<file path="config.mk">
export PLATFORM = sky130hd
export DESIGN_NAME = dmem_arbiter
export DESIGN_NICKNAME = d
export VERILOG_FILES = /design/src/rtl/dmem_arb_pkg.sv /design/src/rtl/dmem_arb_pick.sv /design/src/rtl/dmem_arbiter.sv
export SDC_FILE = /design/constraint.sdc
export NUM_CORES = 1
export LEC_CHECK = 0
export CAP_MARGIN = 20
export CELL_PAD_IN_SITES_DETAIL_PLACEMENT = 1
export CELL_PAD_IN_SITES_GLOBAL_PLACEMENT = 1
export CORE_MARGIN = 5
export CORE_UTILIZATION = 34
export DETAILED_ROUTE_END_ITERATION = 10
export PLACE_DENSITY_LB_ADDON = 0.1
export SLEW_MARGIN = 20
export SYNTH_ARGS = -nofsm -noshare
export SYNTH_HDL_FRONTEND = slang
export SYNTH_SLANG_ARGS = --single-unit
export TNS_END_PERCENT = 50
</file>
<file path="constraint.sdc">
create_clock -name clk -period 2.8 [get_ports clk]
set_clock_uncertainty 0.05 [all_clocks]
set_input_delay 0.56 -clock clk [delete_from_list [all_inputs] [get_ports clk]]
set_output_delay 0.56 -clock clk [all_outputs]
set_load 0.02 [all_outputs]
</file>
<file path="src/rtl/dmem_arb_pkg.sv">
// Shared types and RISC-V load/store width codes for the data-memory arbiter.
// DMEM_ARB_ROUND_ROBIN_EN (optional) selects round-robin tie-breaking in dmem_arb_pick.
package dmem_arb_pkg;

    typedef enum logic [1:0] {
        ST_IDLE   = 2'd0,
        ST_ACCESS = 2'd1,
        ST_RESP   = 2'd2
    } arb_state_t;

    typedef enum logic {
        REQ_CPU = 1'b0,
        REQ_DMA = 1'b1
    } req_id_t;

    localparam logic [2:0] LB  = 3'b000;
    localparam logic [2:0] LH  = 3'b001;
    localparam logic [2:0] LW  = 3'b010;
    localparam logic [2:0] LBU = 3'b100;
    localparam logic [2:0] LHU = 3'b101;
    localparam logic [2:0] SB  = 3'b000;
    localparam logic [2:0] SH  = 3'b001;
    localparam logic [2:0] SW  = 3'b010;

endpackage

</file>
<file path="src/rtl/dmem_arb_pick.sv">
// Winner selection between CPU and DMA; one-hot grant (bit0 = CPU, bit1 = DMA).
// With DMEM_ARB_ROUND_ROBIN_EN defined, ties go to the requester not granted last.
module dmem_arb_pick
    import dmem_arb_pkg::*;
(
    input  logic       cpu_valid,
    input  logic       dma_valid,
    input  req_id_t    last_grant,
    output logic [1:0] grant
);

    always_comb begin
        grant = 2'b00;
        if (cpu_valid && dma_valid) begin
`ifdef DMEM_ARB_ROUND_ROBIN_EN
            grant = (last_grant == REQ_CPU) ? 2'b10 : 2'b01;
`else
            grant = 2'b01;
`endif
        end else if (cpu_valid) begin
            grant = 2'b01;
        end else if (dma_valid) begin
            grant = 2'b10;
        end
    end

`ifndef DMEM_ARB_ROUND_ROBIN_EN
    // Fixed priority ignores history; the port stays for a uniform interface.
    logic unused_last_grant;
    assign unused_last_grant = last_grant;
`endif

endmodule

</file>
<file path="src/rtl/dmem_arbiter.sv">
// Two-requester (CPU/DMA) arbiter for a single-ported data memory: accept, access, respond.
// DMEM_ARB_ROUND_ROBIN_EN enables round-robin ties; otherwise the CPU always wins ties.
module dmem_arbiter
    import dmem_arb_pkg::*;
#(
    parameter int DATA_WIDTH = 32
) (
    input  logic                  clk,
    input  logic                  rst_n,
    input  logic                  cpu_req_valid,
    output logic                  cpu_req_ready,
    input  logic                  cpu_we,
    input  logic [DATA_WIDTH-1:0] cpu_addr,
    input  logic [DATA_WIDTH-1:0] cpu_wdata,
    input  logic [2:0]            cpu_funct3,
    output logic                  cpu_rsp_valid,
    output logic [DATA_WIDTH-1:0] cpu_rdata,
    input  logic                  dma_req_valid,
    output logic                  dma_req_ready,
    input  logic                  dma_we,
    input  logic [DATA_WIDTH-1:0] dma_addr,
    input  logic [DATA_WIDTH-1:0] dma_wdata,
    input  logic [2:0]            dma_funct3,
    output logic                  dma_rsp_valid,
    output logic [DATA_WIDTH-1:0] dma_rdata,
    output logic                  mem_we,
    output logic [DATA_WIDTH-1:0] mem_addr,
    output logic [DATA_WIDTH-1:0] mem_wd,
    output logic [2:0]            mem_funct3,
    input  logic [DATA_WIDTH-1:0] mem_rd
);

    arb_state_t            state, state_nxt;
    logic [1:0]            grant;
    logic                  accept;
    req_id_t               last_grant;

    logic                  we_p1;
    logic [DATA_WIDTH-1:0] addr_p1;
    logic [DATA_WIDTH-1:0] wdata_p1;
    logic [2:0]            funct3_p1;
    req_id_t               winner_p1;
    logic [DATA_WIDTH-1:0] rdata_p2;

    dmem_arb_pick u_pick (
        .cpu_valid  (cpu_req_valid),
        .dma_valid  (dma_req_valid),
        .last_grant (last_grant),
        .grant      (grant)
    );

`ifdef DMEM_ARB_ROUND_ROBIN_EN
    always_ff @(posedge clk or negedge rst_n) begin
        if (!rst_n) begin
            last_grant <= REQ_DMA;
        end else if (accept) begin
            last_grant <= grant[1] ? REQ_DMA : REQ_CPU;
        end
    end
`else
    assign last_grant = REQ_DMA;
`endif

    always_ff @(posedge clk or negedge rst_n) begin
        if (!rst_n) begin
            state <= ST_IDLE;
        end else begin
            state <= state_nxt;
        end
    end

    always_comb begin
        state_nxt     = state;
        accept        = 1'b0;
        cpu_req_ready = 1'b0;
        dma_req_ready = 1'b0;
        cpu_rsp_valid = 1'b0;
        dma_rsp_valid = 1'b0;
        cpu_rdata     = '0;
        dma_rdata     = '0;
        mem_we        = 1'b0;
        mem_addr      = '0;
        mem_wd        = '0;
        mem_funct3    = 3'b000;
        case (state)
            ST_IDLE: begin
                // rst_n gates ready so nothing is handshaken while reset is held.
                accept        = rst_n && (cpu_req_valid || dma_req_valid);
                cpu_req_ready = accept && grant[0];
                dma_req_ready = accept && grant[1];
                if (accept) begin
                    state_nxt = ST_ACCESS;
                end
            end
            ST_ACCESS: begin
                mem_we     = we_p1;
                mem_addr   = addr_p1;
                mem_wd     = wdata_p1;
                mem_funct3 = funct3_p1;
                state_nxt  = ST_RESP;
            end
            ST_RESP: begin
                if (winner_p1 == REQ_CPU) begin
                    cpu_rsp_valid = 1'b1;
                    cpu_rdata     = rdata_p2;
                end else begin
                    dma_rsp_valid = 1'b1;
                    dma_rdata     = rdata_p2;
                end
                state_nxt = ST_IDLE;
            end
            default: state_nxt = ST_IDLE;
        endcase
    end

    // p1: accepted request; p2: memory read data captured during ACCESS
    always_ff @(posedge clk or negedge rst_n) begin
        if (!rst_n) begin
            we_p1     <= 1'b0;
            addr_p1   <= '0;
            wdata_p1  <= '0;
            funct3_p1 <= 3'b000;
            winner_p1 <= REQ_CPU;
            rdata_p2  <= '0;
        end else begin
            if (accept) begin
                we_p1     <= grant[1] ? dma_we     : cpu_we;
                addr_p1   <= grant[1] ? dma_addr   : cpu_addr;
                wdata_p1  <= grant[1] ? dma_wdata  : cpu_wdata;
                funct3_p1 <= grant[1] ? dma_funct3 : cpu_funct3;
                winner_p1 <= grant[1] ? REQ_DMA    : REQ_CPU;
            end
            if (state == ST_ACCESS) begin
                rdata_p2 <= we_p1 ? '0 : mem_rd;
            end
        end
    end

endmodule

</file>
==> results.ini <==
[cells_and_area]
nets = 988
fin_area_um2 = 9940
layout-drive-gt1-share_pct = 21.9
area_growth_pct = 56.1
finish.utilization_pct = 53.5
antennaDiodeCount = 0

[detailed_routing]
route.detailed.drc = 0
dr.pass1.iters = 4
via_count = 4879
routed_via_density = 4.62
wl_per_cell_um = 19.1
drtIter0Drc = 130
routed_wl_um = 20100
ant_nets = 0

[yosys]
synth.top_cell.area_share_pct = 40.5
ys_top_cells_by_count = 136 x mux2_4, 133 x and2_1, 103 x dfrtp_1
synth_edf_count = 0
synth_area_leaders = dfrtp_1 40%, mux2_4 32%, and2_1 13%
yosysTopAreaCell = dfrtp_1
synth-xor-area-share_pct = 0
synth-adder-area-share_pct = 0
synthMuxAreaShare_pct = 32.2
async_flop_share_pct = 100
seq_area_frac_synth_pct = 40.5
synth_top_family_by_area = multiplexers
synth_fp_nets = 690
avgSynthCellArea_um2 = 12.3
synth.most_common_cell = mux2_4
syn_inst = 518
synth.distinct_cells = 19
synth_ff_type = dfrtp_1
syn_area_um2 = 6370
synth_compound_area_share_pct = 0
yosys.area_share.simple_pct = 21.6
synth_warnings = 0
synth_seq_cells = 103

[global_route]
grt_pass1_wl_um = 31400
grt_pass1_vias = 5624
grt_util_met2_pct = 33.7
grtUsageMet3_pct = 5.68
grt_busiest_layer = met2
use_met1_pct = 20.6
overflow = 0
grtUsageTotal_pct = 18.4
antenna_found_initial = 0
grt_max_degree = 59

[worst_setup_path]
cp-start-kind = input port
cp.required_ns = 2.19
worstSetupPathType = in2out
r2r_end = addr_p1[13]$_DFFE_PN0P_
reg2reg_depth = 5
cp_max_fo = 3
r2r-start = state[1]$_DFFE_PN0P_
r2r_slack_ns = 0.65
crit_path_end_kind = output pin
cp.arrival_ns = 2.11

[clock_network]
cts_setup_buffers = 0
clk_path_buf_depth = 2
cts_tree = built
clkSinkCount = 103
clockRootBuffer = clkbuf_16
cts_made_buffers = 9
clk_transition_reported_paths_ns = 0.07
clk-insertion-delay-late_ns = 0.34
htree_num_levels = 3

[power_and_ir_drop]
p_clk_share_pct = 25.7
ir_drop_v = 0.000310
p_switching_mw = 1.55
pwr-share-comb_pct = 34.6
internal-power_mw = 3.86
swShare_pct = 28.7
p_per_area_nw_per_um2 = 545
power_frac_seq_pct = 39.7
leakagePower_nw = 4.61

[timing]
setup_viol = 0
postLayoutSetupSlackWorst_ns = 0.0780
fin_crit_sh_pct = 97.2
relSlewSlack_pct = 50.4
hold_violations = 0
slew_violations = 0
worst_pin_slew_ns = 0.744
hold_slack_ns = 0.289
max_freq_mhz = 367
period_minus_slack_ns = 2.72

[place]
dpl-instance-area_um2 = 9580
place_congestion = 0.744
portBuffers = 307
place_ws_ns = 0.0752
post-dp-hpwl_um = 15900

[hold_path]
hold_class = in2async

[floorplanning]
dieArea_um2 = 21600
die-height_um = 147
coreArea_um2 = 18600
ioPinCount = 308
row_count = 50
start_util_pct = 34.3
fp.dieW_um = 147

[status]
status = completed

[job]
maxCapViolCount = 0

through the flow:
stage | std cells | power (mW) | TNS [ns]
finish | 1055 | 5.42 | 0
detailed placement | 1039 | 4.08 | 0
global placement | 1039 | 4.00 | 0
CTS | 1055 | 5.51 | 0
floorplan | 518 | 3.26 | 0
global route | 1055 | 5.71 | -0.0844
flip-flops by register name (all words and copies together), names as in the netlist:
signal / cells
wdata_p1: 32
we_p1: 1
funct3_p1: 3
winner_p1: 1
rdata_p2: 32
state: 2
addr_p1: 32
kinds of logic (layout without fill, tap and decap cells):
| family | count (synthesis) | in the layout |
|---|---|---|
| AND/OR/NAND/NOR | 236 | 236 |
| flip-flops | 103 | 103 |
| multiplexers | 137 | 137 |
| buffers and inverters | 42 | 345 |
critical path, cell delays in order:
cell             delay, ns
clkdlybuf4s50_1       0.49
nor2_1                0.08
nor4b_4               0.23
and2_1                0.16
clkdlybuf4s50_1       0.60
area by class of cell:
| class | count | area, um^2 |
|---|---|---|
| fill | 1953 | 8640 |
| inverter | 2 | 12.5 |
| clock inverter | 5 | 80.1 |
| tap | 234 | 293 |
| timing repair buffer | 327 | 3280 |
| sequential | 103 | 2580 |
| multi-input combinational | 373 | 3440 |
| clock buffer | 11 | 253 |
power by group through the flow:
stage	logic (mW)	clock network [mW]	registers, mW
3_3_place_gp	1.84	0	2.15
6_report	1.88	1.39	2.15
4_1_cts	1.91	1.44	2.16
3_5_place_dp	1.91	0	2.17
2_1_floorplan	1.19	0	2.07
5_1_grt	2.02	1.49	2.21
metal layers:
metal	up-vias	part of all wire (%)
met4	0	1.6
met5	-	0
li1	2298	-
met2	178	53
met3	18	7.3
met1	2385	38
how the worst max path moves through the flow:
stage | start | end | slack [ns] | cells past startpoint
2_1_floorplan | cpu_req_valid | dma_req_ready | 0.65 | 5
3_3_place_gp | cpu_req_valid | cpu_req_ready | 0.06 | 5
3_5_place_dp | cpu_req_valid | cpu_req_ready | 0.08 | 5
4_1_cts | state[0]$_DFFE_PN0P_ | mem_addr[28] | 0.001 | 5
5_1_grt | state[0]$_DFFE_PN0P_ | mem_addr[26] | -0.01 | 5
6_report | cpu_req_valid | cpu_req_ready | 0.08 | 5
cells in the final DEF (no fill, tap or decap):
cell	netlist	final
mux2_4	136	136
buf_6	3	2
and2_1	133	133
clkdlybuf4s50_1	0	297
clkbuf_8	0	2
mux2i_1	1	1
nor2_1	1	1
nor4b_4	0	1
clkbuf_16	0	9
dfrtp_1	103	102
buf_12	7	3
clkinv_4	0	1
dlymetal6s2s_1	0	8
bufinv_16	0	2
buf_4	0	17
nand2b_4	1	1
nand3b_1	32	32
dfrtp_2	0	1
nand2_1	64	64
nor2b_1	1	1
clkinv_2	0	1
nand2b_1	1	1
inv_1	1	1
clkinvlp_4	0	2
nor3b_2	0	2
timing repair:
item | CTS | global route
resized for setup | 2 | 11
hold buffers | 0 | 0
pin swaps | 0 | 0
endpoints found under the setup margin | 54 | 47
cloned | 0 | 0
(Power assumes the default switching activity.)
==> patch 1 (same settings) <==
The 3 states of `arb_state_t` get a one-hot encoding in 3 bits.
--- a/src/rtl/dmem_arb_pkg.sv
+++ b/src/rtl/dmem_arb_pkg.sv
@@ -4,6 +4,6 @@
 
-    typedef enum logic [1:0] {
-        ST_IDLE   = 2'd0,
-        ST_ACCESS = 2'd1,
-        ST_RESP   = 2'd2
+    typedef enum logic [2:0] {
+        ST_IDLE   = 3'b001,
+        ST_ACCESS = 3'b010,
+        ST_RESP   = 3'b100
     } arb_state_t;
Behaviour: no difference found for any inputs over 10 cycles, from zero or initial values and one cycle with rst_n low; not proved beyond that.
==> patch 1 against the unedited design <==
Power is 1.1% lower; sequential cell count is 1 higher; clock power is 5% lower; largest cell class is now buffers; global-route usage is 1.5 points higher; routed wire length hardly changed; first-iteration DRC count is 11% lower; worst setup slack better by 0.0098 ns; critical endpoint is now dma_rdata[17]; area after synthesis is 9.3% lower; cell area is 6.7% lower; non-clock buffer count is 9 lower; largest power group unchanged; die area is 8.6% lower.
==> patch 1: results (changes against the unedited design) <==
- Status: complete, no violations
- VDD IR-drop max: 0.335 mV (+8.1%)
- Worst-path clk slew: 0.07 ns (about the same)
- P_int: 3.77 mW (-2.3%)
- Max Slew Vio Count: 0 (unchanged)
- CP arrival: 2.10 ns
- Longest Clk Path Bufs: 2 (unchanged)
- Largest net degree at the start of global routing: 72 (+22%)
- Detailed placement HPWL: 15,100 µm (-4.8%)
- R2R setup slack: 0.42 ns (-0.23 ns)
- Seq/Total Area, Yosys: 45.1% (+4.6 points)
- Share of layout cells above drive strength 1: 21.1% (-0.79 points)
- Synth Cell Area: 5780 µm² (-9.3%)
- Largest driver fanout on the critical path: 33 (+30)
- Bufs w/o clock: 318 (-2.8%)
- NonClk Buf Share: 33.8% (+0.77 points)
- Antenna violations before repair: 2 (+2)
- Clk_buf instances: 11 (unchanged)
- CTS buffer count: 9 (unchanged)
- Clk Latency, worst-skew pair: 0.34 ns (about the same)
- Ant diodes: 2 (+2)
- First-pass GRT wire length: 30,900 µm (-1.4%)
- Worst r2r path cells: 4 (-1)
- #FFs+latches synth: 104 (+0.97%)
- Critical Path Sink: dma_rdata[17]
- 1st-iter DRT viols: 116 (-11%)
- Dominant synthesized flop cell: dfrtp_1
- Hold WS: 0.217 ns (-0.0712 ns)
- Worst r2r src: state[0]$_DFFE_PN1P_
- Area of the multi-input gates: 2950 µm² (-14%)
- Synth top area cells: dfrtp_1 45%, mux2_2 26%, and2_1 14%
- Final clock-cell share: 3.32% (-0.030 points)
- Port bufs: 307 (unchanged)
- Fin nets: 981 (-0.71%)
- Final WS setup: 0.0878 ns (+0.00981 ns)
- Fillers: 1,820 (-6.8%)
- DP Worst Slack: 0.194 ns (+0.118 ns)
- Number of global-route vias before repair: 5,545 (-1.4%)
- Placed Area: 9010 µm² (-5.9%)
- Leakage Power: 4.29 nW (-7.0%)
- Initial cell density of the core: 34.7% (+0.45 points)
- Routability congestion estimate: 0.744 (about the same)
- Reg2reg end: wdata_p1[8]$_DFFE_PN0P_
- DR vias/cell: 4.74 (+2.5%)
- CTS root buffer: clkbuf_16
- Top cells by count, synth: 136 x mux2_2, 133 x and2_1, 103 x dfrtp_1
- Multi-input gates: 374 (+0.27%)
- Cell variety after synth: 20 (+1)
- Syn nets: 692 (+0.29%)
- P&R area growth vs syn: 60.6%
- DR WL/cell: 19.4 µm (+1.7%)
- CP startpoint: state[1]$_DFFE_PN0P_
- Slew margin rel.: 35.4% (-15 points)
- Synth warn: 0 (unchanged)
- Biggest regs: addr_p1 (32), rdata_p2 (32), wdata_p1 (32)
- Post-CTS sizing: 68 (+66)
- Non-clk invs: 2 (unchanged)
- Total GRT Usage: 19.9% (+1.5 points)
- Seq area share: 28.1% (+2.1 points)
- H-tree levels: 3 (unchanged)
[patch 1: changes by cell type after synthesis, moves of 4 or more]
| cell | before | now |
|---|---|---|
| buf_8 | 6 | 0 |
| clkbuf_1 | 20 | 15 |
| buf_4 | 0 | 4 |
| buf_6 | 3 | 8 |
| mux2_2 | 0 | 136 |
| buf_12 | 7 | 0 |
| mux2_4 | 136 | 0 |
| buf_2 | 4 | 13 |
[patch 1: through the flow]
step / instances / power, mW
6_report: 1036 / 5.36
3_5_place_dp: 1018 / 4.12
5_1_grt: 1036 / 5.71
4_1_cts: 1034 / 5.44
3_3_place_gp: 1018 / 4.00
2_1_floorplan: 520 / 3.40
[patch 1: layer usage]
layer  vias to the layer above  part of all wire (%)  GRT usage (%)  wire, µm
li1                       2299                     -              -         -
met1                      2407                    36           21.3      7250
met2                       179                    53           36.4     10700
met3                        24                   8.4           6.92      1700
met4                         0                   2.3           6.73       454
met5                         -                     0              0         0
[patch 1: critical path, stage by stage (launching register included)]
cell	delay (ns)
dfrtp_1	0.43
and4bb_2	0.34
buf_6	0.21
and2_1	0.16
clkdlybuf4s50_1	0.61
[patch 1: cell families (layout without fill, tap and decap cells)]
logic type	count (synthesis)	after routing	synth area share (%)
buffers and inverters	42	336	4.31
multiplexers	137	137	26.7
AND/OR/NAND/NOR	236	236	23.8
flip-flops	104	104	45.1
other	0	2	0
AO/OA/AOI/OAI	1	1	0.130
[patch 1: power by group through the flow]
stage | Clock (mW) | Sequential, mW | Combinational, mW
3_3_place_gp | 0 | 2.49 | 1.52
2_1_floorplan | 0 | 2.38 | 1.02
6_report | 1.32 | 2.51 | 1.53
4_1_cts | 1.36 | 2.52 | 1.56
3_5_place_dp | 0 | 2.53 | 1.59
5_1_grt | 1.43 | 2.59 | 1.68
==> patch 2 (same settings) <==
Without the edit above. The parameter `DATA_WIDTH` goes from 32 to 16.
--- a/src/rtl/dmem_arbiter.sv
+++ b/src/rtl/dmem_arbiter.sv
@@ -5,3 +5,3 @@
 #(
-    parameter int DATA_WIDTH = 32
+    parameter int DATA_WIDTH = 16
 ) (
Interface: changed (9 resized); port bits go from 308 to 164. The function was not compared with the original's and may differ.
==> patch 2 against the unedited design <==
Worst setup slack better by 0.051 ns; power is 52% lower; critical path depth is the same; routed wire length is 57% lower; register-to-register slack gained 0.29 ns; cell area down 49%; maximum frequency increased by 1.9%; non-clock buffer count decreased by 153; sequential cell count is 48 lower; area after synthesis shrank 50%; global-route usage shrank 3.5 points.
==> patch 2: results (changes against the unedited design) <==
- Status: complete, no violations
- Met3 wire len: 709 µm (-52%)
- Final period utilization: 95.4% (-1.8 points)
- Met2 Resource Use GR: 27.6% (-6.1 points)
- Leakage Power: 2.42 nW (-48%)
- Final Hold Fails: 0 (unchanged)
- DP Worst Slack: -0.0522 ns (-0.127 ns)
- Register Area: 1380 µm² (-47%)
- DRT Wirelength: 8680 µm (-57%)
- Proportion of synthesized area in mux cells: 29.9% (-2.3 points)
- VDD IR-drop max: 0.223 mV (-28%)
- Avg Inst Size Synth: 11.7 µm² (-4.5%)
- Power Dens Cells: 506 nW/µm² (-7.1%)
- Biggest regs: addr_p1 (16), rdata_p2 (16), wdata_p1 (16)
- Met3 usage in global routing: 4.82% (-0.86 points)
- CTS buffer count: 5 (-4)
- Largest net degree at the start of global routing: 56 (-5.1%)
- Met1 WL: 3460 µm (-55%)
- Comb power frac: 35.2% (+0.6 points)
- DR vias/cell: 4.64 (+0.33%)
- Worst-path clk slew: 0.10 ns (+0.03 ns)
- CTS root buffer: clkbuf_8
- Clk_buf instances: 6 (-5)
- Cell variety after synth: 20 (+1)
- Final clock-cell share: 2.31% (-1.0 points)
- 1st-iter DRT viols: 27 (-79%)
- Fin nets: 527 (-47%)
- First-pass GRT wire length: 13,500 µm (-57%)
- Largest driver fanout on the critical path: 26 (+23)
- Seq/Total Area, Yosys: 43.1% (+2.6 points)
- Clk Latency, worst-skew pair: 0.30 ns (-0.04 ns)
- Top cells by count, synth: 69 x and2_1, 55 x dfrtp_1, 36 x mux2_2, 36 x mux2_4, 32 x nand2_1
- DR vias: 2,538 (-48%)
- Sw Ratio: 28.5% (-0.19 points)
- NonClk Buf Share: 34.3% (+1.3 points)
- Number of global-route vias before repair: 2,663 (-53%)
- CP arrival: 2.06 ns (-0.05 ns)
- DP Cell Count: 539 (-48%)
- Total power: 2.58 mW (-52%)
- Multi-input combinational area share: 33.5% (-1.2 points)
- Least-Margin Pin Slew: 0.716 ns (-0.0275 ns)
- H-tree levels: 2 (-1)
- Fillers: 1,007 (-48%)
- #FFs+latches synth: 55 (-47%)
- Synth top area cells: dfrtp_1 43%, mux2_4 17%, and2_1 14%
- Detailed placement HPWL: 6680 µm (-58%)
- Met2 WL post-DR: 4440 µm (-58%)
- Hold WS: 0.365 ns (+0.0760 ns)
patch 2: cell count changes after synthesis, moves of 32 or more:
cell / delta
nand2_1: -32
mux2_2: +36
dfrtp_1: -48
and2_1: -64
mux2_4: -100
patch 2: path summary, 6_finish.rpt:
kind,start,endpoint,cells after the start
setup / recovery,state[1]$_DFFE_PN0P_,mem_addr[4],5
max in group asynchronous,rst_n,wdata_p1[2]$_DFFE_PN0P_,2
hold reg to reg,rdata_p2[8]$_DFFE_PN0N_,rdata_p2[8]$_DFFE_PN0N_,2
setup reg to reg,state[0]$_DFFE_PN0P_,wdata_p1[13]$_DFFE_PN0P_,3
hold / removal,rst_n,addr_p1[12]$_DFFE_PN0P_,2
min in group clk,rdata_p2[8]$_DFFE_PN0N_,rdata_p2[8]$_DFFE_PN0N_,2
patch 2: what timing repair did:
item,4_1_cts,5_1_grt
resized for setup,2,13
hold buffers,0,0
endpoints found under the setup margin,2,23
setup buffers,0,0
